### src/rtl/seg7_pkg.sv
// rtl/seg7_pkg.sv - 7-segment code constants and hex encoder function
package seg7_pkg;

  localparam int SEG7_W = 7;

  // Segment order {g,f,e,d,c,b,a}, active-high
  localparam logic [SEG7_W-1:0] SEG7_0     = 7'h3F;
  localparam logic [SEG7_W-1:0] SEG7_1     = 7'h06;
  localparam logic [SEG7_W-1:0] SEG7_2     = 7'h5B;
  localparam logic [SEG7_W-1:0] SEG7_3     = 7'h4F;
  localparam logic [SEG7_W-1:0] SEG7_4     = 7'h66;
  localparam logic [SEG7_W-1:0] SEG7_5     = 7'h6D;
  localparam logic [SEG7_W-1:0] SEG7_6     = 7'h7D;
  localparam logic [SEG7_W-1:0] SEG7_7     = 7'h07;
  localparam logic [SEG7_W-1:0] SEG7_8     = 7'h7F;
  localparam logic [SEG7_W-1:0] SEG7_9     = 7'h67;
  localparam logic [SEG7_W-1:0] SEG7_A     = 7'h77;
  localparam logic [SEG7_W-1:0] SEG7_B     = 7'h7C;
  localparam logic [SEG7_W-1:0] SEG7_C     = 7'h39;
  localparam logic [SEG7_W-1:0] SEG7_D     = 7'h5E;
  localparam logic [SEG7_W-1:0] SEG7_E     = 7'h79;
  localparam logic [SEG7_W-1:0] SEG7_F     = 7'h71;
  localparam logic [SEG7_W-1:0] SEG7_BLANK = 7'h00;

  function automatic logic [SEG7_W-1:0] seg7_encode(input logic [3:0] nibble);
    case (nibble)
      4'h0:    return SEG7_0;
      4'h1:    return SEG7_1;
      4'h2:    return SEG7_2;
      4'h3:    return SEG7_3;
      4'h4:    return SEG7_4;
      4'h5:    return SEG7_5;
      4'h6:    return SEG7_6;
      4'h7:    return SEG7_7;
      4'h8:    return SEG7_8;
      4'h9:    return SEG7_9;
      4'hA:    return SEG7_A;
      4'hB:    return SEG7_B;
      4'hC:    return SEG7_C;
      4'hD:    return SEG7_D;
      4'hE:    return SEG7_E;
      default: return SEG7_F;
    endcase
  endfunction

endpackage

### src/rtl/seg7_hex_lut.sv
// rtl/seg7_hex_lut.sv - combinational 4-bit to 7-segment active-high encoder
module seg7_hex_lut
  import seg7_pkg::*;
(
  input  logic [3:0]        nibble,
  output logic [SEG7_W-1:0] seg
);

  always_comb begin
    seg = seg7_encode(nibble);
  end

endmodule

### src/rtl/seven_seg_scan_driver.sv
// rtl/seven_seg_scan_driver.sv - double-buffered multiplexed hex 7-segment scan driver
// Optional leading-zero blanking: define SEG7_LEADING_ZERO_BLANK_EN.
module seven_seg_scan_driver
  import seg7_pkg::*;
#(
  parameter int NUM_DIGITS     = 4,
  parameter int PRESCALE       = 50000,
  parameter int SEG_ACTIVE_LOW = 0
) (
  input  logic                    clk,
  input  logic                    rst_n,
  input  logic [4*NUM_DIGITS-1:0] value_in,
  input  logic [NUM_DIGITS-1:0]   dp_in,
  input  logic                    load,
  input  logic                    enable,
  output logic [SEG7_W-1:0]       seg_out,
  output logic                    dp_out,
  output logic [NUM_DIGITS-1:0]   digit_sel,
  output logic                    frame_done
);

  localparam int VAL_W   = 4 * NUM_DIGITS;
  localparam int PRESC_W = $clog2(PRESCALE + 1);
  localparam int IDX_W   = (NUM_DIGITS > 1) ? $clog2(NUM_DIGITS) : 1;
  localparam logic [PRESC_W-1:0] PRESC_LAST = PRESC_W'(PRESCALE - 1);
  localparam logic [IDX_W-1:0]   IDX_LAST   = IDX_W'(NUM_DIGITS - 1);
  localparam logic               POL        = (SEG_ACTIVE_LOW != 0);

  logic [PRESC_W-1:0]    presc_q, presc_d;
  logic [IDX_W-1:0]      idx_q, idx_d;
  logic [VAL_W-1:0]      disp_val_q, disp_val_d, pend_val_q, pend_val_d;
  logic [NUM_DIGITS-1:0] disp_dp_q, disp_dp_d, pend_dp_q, pend_dp_d;
  logic                  pend_flag_q, pend_flag_d;
  logic [SEG7_W-1:0]     seg_q, seg_d;
  logic                  dp_q, dp_d;
  logic [NUM_DIGITS-1:0] sel_q, sel_d;
  logic                  frame_done_q, frame_done_d;

  logic                  slot_end, frame_end, lead_blank;
  logic [3:0]            nibble;
  logic [SEG7_W-1:0]     lut_seg;

  assign nibble = 4'(disp_val_q >> {idx_q, 2'b00});

  seg7_hex_lut u_lut (
    .nibble (nibble),
    .seg    (lut_seg)
  );

`ifdef SEG7_LEADING_ZERO_BLANK_EN
  // Blank when this nibble and everything above it is zero; digit 0 always shows
  assign lead_blank = (idx_q != '0) && ((disp_val_q >> {idx_q, 2'b00}) == '0);
`else
  assign lead_blank = 1'b0;
`endif

  always_comb begin
    slot_end  = enable && (presc_q == PRESC_LAST);
    frame_end = slot_end && (idx_q == IDX_LAST);

    presc_d = presc_q;
    idx_d   = idx_q;
    if (enable) begin
      if (slot_end) begin
        presc_d = '0;
        idx_d   = (idx_q == IDX_LAST) ? '0 : idx_q + 1'b1;
      end else begin
        presc_d = presc_q + 1'b1;
      end
    end

    disp_val_d  = disp_val_q;
    disp_dp_d   = disp_dp_q;
    pend_val_d  = pend_val_q;
    pend_dp_d   = pend_dp_q;
    pend_flag_d = pend_flag_q;
    if (frame_end) begin
      // A load landing on the boundary bypasses the pending buffer
      if (load) begin
        disp_val_d = value_in;
        disp_dp_d  = dp_in;
      end else if (pend_flag_q) begin
        disp_val_d = pend_val_q;
        disp_dp_d  = pend_dp_q;
      end
      pend_flag_d = 1'b0;
    end else if (load) begin
      pend_val_d  = value_in;
      pend_dp_d   = dp_in;
      pend_flag_d = 1'b1;
    end

    sel_d = '0;
    seg_d = SEG7_BLANK;
    dp_d  = 1'b0;
    if (enable) begin
      sel_d = NUM_DIGITS'(1) << idx_q;
      seg_d = lead_blank ? SEG7_BLANK : lut_seg;
      dp_d  = disp_dp_q[idx_q];
    end
    frame_done_d = frame_end;
  end

  always_ff @(posedge clk or negedge rst_n) begin
    if (!rst_n) begin
      presc_q      <= '0;
      idx_q        <= '0;
      disp_val_q   <= '0;
      disp_dp_q    <= '0;
      pend_val_q   <= '0;
      pend_dp_q    <= '0;
      pend_flag_q  <= 1'b0;
      seg_q        <= '0;
      dp_q         <= 1'b0;
      sel_q        <= '0;
      frame_done_q <= 1'b0;
    end else begin
      presc_q      <= presc_d;
      idx_q        <= idx_d;
      disp_val_q   <= disp_val_d;
      disp_dp_q    <= disp_dp_d;
      pend_val_q   <= pend_val_d;
      pend_dp_q    <= pend_dp_d;
      pend_flag_q  <= pend_flag_d;
      seg_q        <= seg_d;
      dp_q         <= dp_d;
      sel_q        <= sel_d;
      frame_done_q <= frame_done_d;
    end
  end

  assign seg_out    = seg_q ^ {SEG7_W{POL}};
  assign dp_out     = dp_q ^ POL;
  assign digit_sel  = sel_q ^ {NUM_DIGITS{POL}};
  assign frame_done = frame_done_q;

endmodule

### config.mk
export PLATFORM = sky130hd
export DESIGN_NAME = seven_seg_scan_driver
export DESIGN_NICKNAME = d
export VERILOG_FILES = /design/src/rtl/seg7_pkg.sv /design/src/rtl/seg7_hex_lut.sv /design/src/rtl/seven_seg_scan_driver.sv
export SDC_FILE = /design/constraint.sdc
export NUM_CORES = 1
export LEC_CHECK = 0
export ABC_AREA = 1
export CORE_MARGIN = 2
export CORE_UTILIZATION = 50
export DETAILED_ROUTE_END_ITERATION = 10
export GPL_TIMING_DRIVEN = 0
export PLACE_DENSITY = 0.78
export SETUP_SLACK_MARGIN = 0.1
export SLEW_MARGIN = 0
export SYNTH_ARGS = -nofsm -noshare
export SYNTH_HDL_FRONTEND = slang
export SYNTH_HIERARCHICAL = 1
export SYNTH_SLANG_ARGS = --single-unit
### constraint.sdc
create_clock -name clk -period 2.9 [get_ports clk]
set_clock_uncertainty 0.2 [all_clocks]
set_input_delay 0.435 -clock clk [delete_from_list [all_inputs] [get_ports clk]]
set_output_delay 0.435 -clock clk [all_outputs]
set_load 0.05 [all_outputs]
==> results by stage <==
Pwr:
- VDD sags by at most approximately 240 uV.
- The leakage power total is 2.49 nW.
- The power per cell area is between 500 and 600 mW/mm^2.

GRT:
- Entering global routing, the biggest net connects 73 pins.
- The total global routing track utilization is 0.209.
- For this run the aggregate overflow at the end of global routing stands at 0.
- The via count of the first global-routing pass is around 3100.
- The number of antenna violations at the first check in global routing is 0.
- The first global-routing pass estimated 14100 microns of wire.

Worst setup path:
- The arrival time of the worst setup path is 2.55 ns.
- STA classifies the critical path endpoint as a flip-flop.
- For the worst flop-to-flop path, the logic depth is 11.
- The kind of critical path is flip-flop to flip-flop.
- The element type at the critical path start is a flip-flop.
- The slack of the worst reg-to-reg path is 0.39 ns.
- The endpoint of the worst register-to-register path is seg_out[3].
- The beginning of the critical path is idx_q[0].
- The critical register-to-register path startpoint is idx_q[0].
- The required time at the worst-slack endpoint is 2.94 ns.
- The maximum fanout along the worst path is 10.
- The end point of the critical path is seg_out[3].

Detailed routing:
- In the final routed layout, each cell accounts on average for 11.9 microns.
- The wire length on met3 is 367 microns.
- The post-route met1 wirelength is about 3500 microns.
- The first detailed-routing pass ran for 5 iterations.
- Summing over every cut layer, the via total after detailed routing is 3258.
- Using the TritonRoute via totals, the vias-per-cell ratio works out to 4.91.
- After detailed routing, the total wire length is just under 8000 microns.
- The detailed router used layers up to and including met4.
- For this block, the initial DRC count from the detailed router was 162.
- For this run, design rule violations remaining after detail routing come to 0.
- The total met2 wirelength after detailed routing is around 3900 microns.
- The detail route stage leaves a number of antenna-violating nets equal to 0.

STA:
- Dividing the final minimum period by the clock period gives 0.864.
- The count of final max-slew check failures came to 0.
- Setup repair after global routing left no endpoint under its margin.
- The max-slew headroom at the worst pin is 0.404.
- The setup slack of the critical path after layout is 0.394 ns.
- The maximum clock rate is 399 MHz.
- The worst path needs 2.51 ns of the cycle, external delays included.
- The final number of setup-violating endpoints is 0.
- For the pin with the worst max-slew slack, the measured transition is 0.894 ns.
- The final-report hold violation count was 0.

Placed design:
- The port buffer count is 34.
- The area after detailed placement is 0.00432 sq mm.
- The total instance count after detailed placement is 647.
- The total half-perimeter wirelength after legalization and detailed placement is 5520 microns.
- The congestion estimate from routability-driven global placement came to 0.923.
- The pre-CTS worst setup slack is 0.282 ns.

Clock tree:
- The count of clock tree sinks is between 70 and 80.
- The H-tree level count is 3.
- The TritonCTS buffer count is 9.
- Counting along the longest clock path gives a buffer depth of 2.
- The insertion delay to the later sink of the worst-skew pair is 0.35 ns.
- The clock-pin slew of the registers on the worst-case setup and hold paths is 0.07 ns.
- The clock tree from TritonCTS is built.
- The clock root buffer is sky130_fd_sc_hd__clkbuf_8.

Final layout:
- The layout has 705 filler cells.
- Once layout is complete, the cells apart from fillers number 663.
- The final design area excluding fillers is between 0.004 and 0.005 sq mm.
- The top cell types in the final layout, fill and taps aside, are sky130_fd_sc_hd__nand2_1 (174), sky130_fd_sc_hd__dfrtp_1 (72), sky130_fd_sc_hd__inv_1 (63), sky130_fd_sc_hd__nor2_1 (40), sky130_fd_sc_hd__o21ai_0 (36).
- Of the cells placed in the final design, the portion with a size suffix greater than 1 is 0.0749.
- The library cell used most frequently in the layout, excluding fill and tap cells, is sky130_fd_sc_hd__nand2_1.
- In the final design database the tool counted between 500 and 600 nets.
- The number of inserted diodes is 0.
- The post-layout utilization of the core is 0.599.
- The post-synthesis to final-layout area growth is 18.4%.

Synth:
- Of the post-synthesis cell area, the dominant cell type holds 0.468.
- After synthesis the netlist holds a flip-flop and latch count of 72.
- The sequential area share after synthesis is 0.468.
- Yosys printed 6 warnings.
- The synthesized netlist occupies a cell area of 0.00385 sq mm.
- The number of nets handed over by synthesis was 547.
- After synthesis, the netlist uses 26 different library cells.
- The mean instance size in the synthesized netlist is about 7.5 sq um.
- The biggest area contributor in the post-synthesis netlist is sky130_fd_sc_hd__dfrtp_1.
- By area the synthesized netlist is led by sky130_fd_sc_hd__dfrtp_1 (47%), sky130_fd_sc_hd__nand2_1 (17%), sky130_fd_sc_hd__inv_1 (6.1%), sky130_fd_sc_hd__o21ai_0 (4.7%), sky130_fd_sc_hd__nand3_1 (4.3%).
- In the synthesized netlist, the number of instances is 511.

Die:
- The die outline area is between 0.008 and 0.009 sq mm.
- For this configuration, the core starts out at a cell density of 0.506.
- The placement row count is 32.
- For this design the top-level I/O count stands at 37.
- The die boundary height is 91.8 microns.
- The floorplan core area is 0.00761 sq mm.
- The width of the die is 91.8 microns.

Run status:
- The flow ran to the end, and the final reports show no timing, DRC or antenna violations.

Min path:
- The min-delay analysis places its worst path in the category primary input to asynchronous set/reset pin.

Run:
- The max-capacitance violation count is 0.
[through the flow]
stage | TNS, ns | hold WS (ns) | total power, mW
final | 0 | 0.0120 | 2.35
after global routing | 0 | 0.0841 | 2.46
after CTS | 0 | 0.0340 | 2.37
after detailed placement | 0 | 0.258 | 1.42
after global placement | -84.10 | 0.251 | 1.41
after floorplan | 0 | -0.0606 | 1.32
[where the power goes]
group / internal (mW) / switching (mW) / leakage (nW)
Clock: 0.568 / 0.370 / 0.116
Sequential: 1.07 / 0.0635 / 0.905
Combinational: 0.105 / 0.172 / 1.47
Total: 1.74 / 0.606 / 2.49
[flip-flops by register name, indices dropped and copies added, names as in the netlist]
name	cells
pend_dp_q	4
presc_q	16
pend_flag_q	1
disp_val_q	16
frame_done	1
idx_q	2
disp_dp_q	4
pend_val_q	16
dp_out	1
seg_out	7
digit_sel	4
[cell type report]
type	count	area [sq um]	share of cell area
flip-flops and latches	72	1800	0.395
multi-input cells	346	1660	0.365
repair buffers	34	338	0.0741
inverters	68	255	0.0560
plain buffers	25	138	0.0302
clock buffers	10	128	0.0280
well taps	102	128	0.0280
clock inverters	6	108	0.0236
[cell families (layout without fill, tap and decap cells)]
logic type      Yosys count  after routing  share of synthesized area
simple gates            283            283                      0.318
buf+inv                  93            143                      0.102
flops                    72             72                      0.468
compound gates           46             46                     0.0617
fa+ha+maj                12             12                     0.0390
xor+xnor                  5              5                     0.0114
[synthesized netlist by cell type]
library cell / count
sky130_fd_sc_hd__ha_1: 12
sky130_fd_sc_hd__nand3_1: 33
sky130_fd_sc_hd__nand4_2: 1
sky130_fd_sc_hd__buf_2: 4
sky130_fd_sc_hd__nor3_1: 5
sky130_fd_sc_hd__nor2_1: 40
sky130_fd_sc_hd__o22ai_1: 4
sky130_fd_sc_hd__nor2_2: 1
sky130_fd_sc_hd__buf_4: 6
sky130_fd_sc_hd__dfrtp_1: 72
sky130_fd_sc_hd__nand3_2: 2
sky130_fd_sc_hd__inv_1: 63
sky130_fd_sc_hd__nand2_2: 1
sky130_fd_sc_hd__buf_6: 2
sky130_fd_sc_hd__clkbuf_1: 11
sky130_fd_sc_hd__o21bai_1: 1
sky130_fd_sc_hd__nand2_1: 174
sky130_fd_sc_hd__nor2_8: 1
sky130_fd_sc_hd__buf_1: 2
sky130_fd_sc_hd__nand4_1: 23
sky130_fd_sc_hd__xor2_1: 5
sky130_fd_sc_hd__nand3_4: 1
sky130_fd_sc_hd__or2_0: 1
sky130_fd_sc_hd__o21ai_0: 36
sky130_fd_sc_hd__inv_2: 5
sky130_fd_sc_hd__a21oi_1: 5
[worst max-delay path, cell delays in order (launching register included)]
cell	delay [ns]
sky130_fd_sc_hd__dfrtp_1	0.42
sky130_fd_sc_hd__clkbuf_1	0.34
sky130_fd_sc_hd__o21ai_0	0.15
sky130_fd_sc_hd__o22ai_1	0.33
sky130_fd_sc_hd__inv_1	0.17
sky130_fd_sc_hd__ha_1	0.37
sky130_fd_sc_hd__nand2_1	0.10
sky130_fd_sc_hd__o21ai_0	0.09
sky130_fd_sc_hd__nand2_1	0.08
sky130_fd_sc_hd__nand2_1	0.05
sky130_fd_sc_hd__nand2_1	0.06
sky130_fd_sc_hd__inv_1	0.04
[per-layer routing]
| layer | GRT usage | up-vias |
|---|---|---|
| met4 | 0.0846 | 0 |
| met2 | 0.357 | 90 |
| met1 | 0.267 | 1477 |
| met5 | 0 | - |
| li1 | - | 1680 |
| met3 | 0.0320 | 11 |
[worst min path at each step]
| stage | from | to | slack [ns] | cells after the start |
|---|---|---|---|---|
| after detailed placement | disp_val_q[6] | disp_val_q[6] | 0.26 | 2 |
| final | rst_n | presc_q[12] | 0.01 | 1 |
| after global routing | rst_n | presc_q[10] | 0.08 | 1 |
| after CTS | rst_n | disp_val_q[0] | 0.03 | 1 |
| after global placement | disp_dp_q[3] | disp_dp_q[3] | 0.25 | 2 |
| after floorplan | rst_n | digit_sel[0] | -0.06 | 0 |
[what timing repair did]
item,4_1_cts,5_1_grt
setup endpoints to repair,0,2
hold buffers,0,0
gates resized for setup,0,3
setup buffers,0,0
Note: power is estimated with default switching activity, not from simulation.
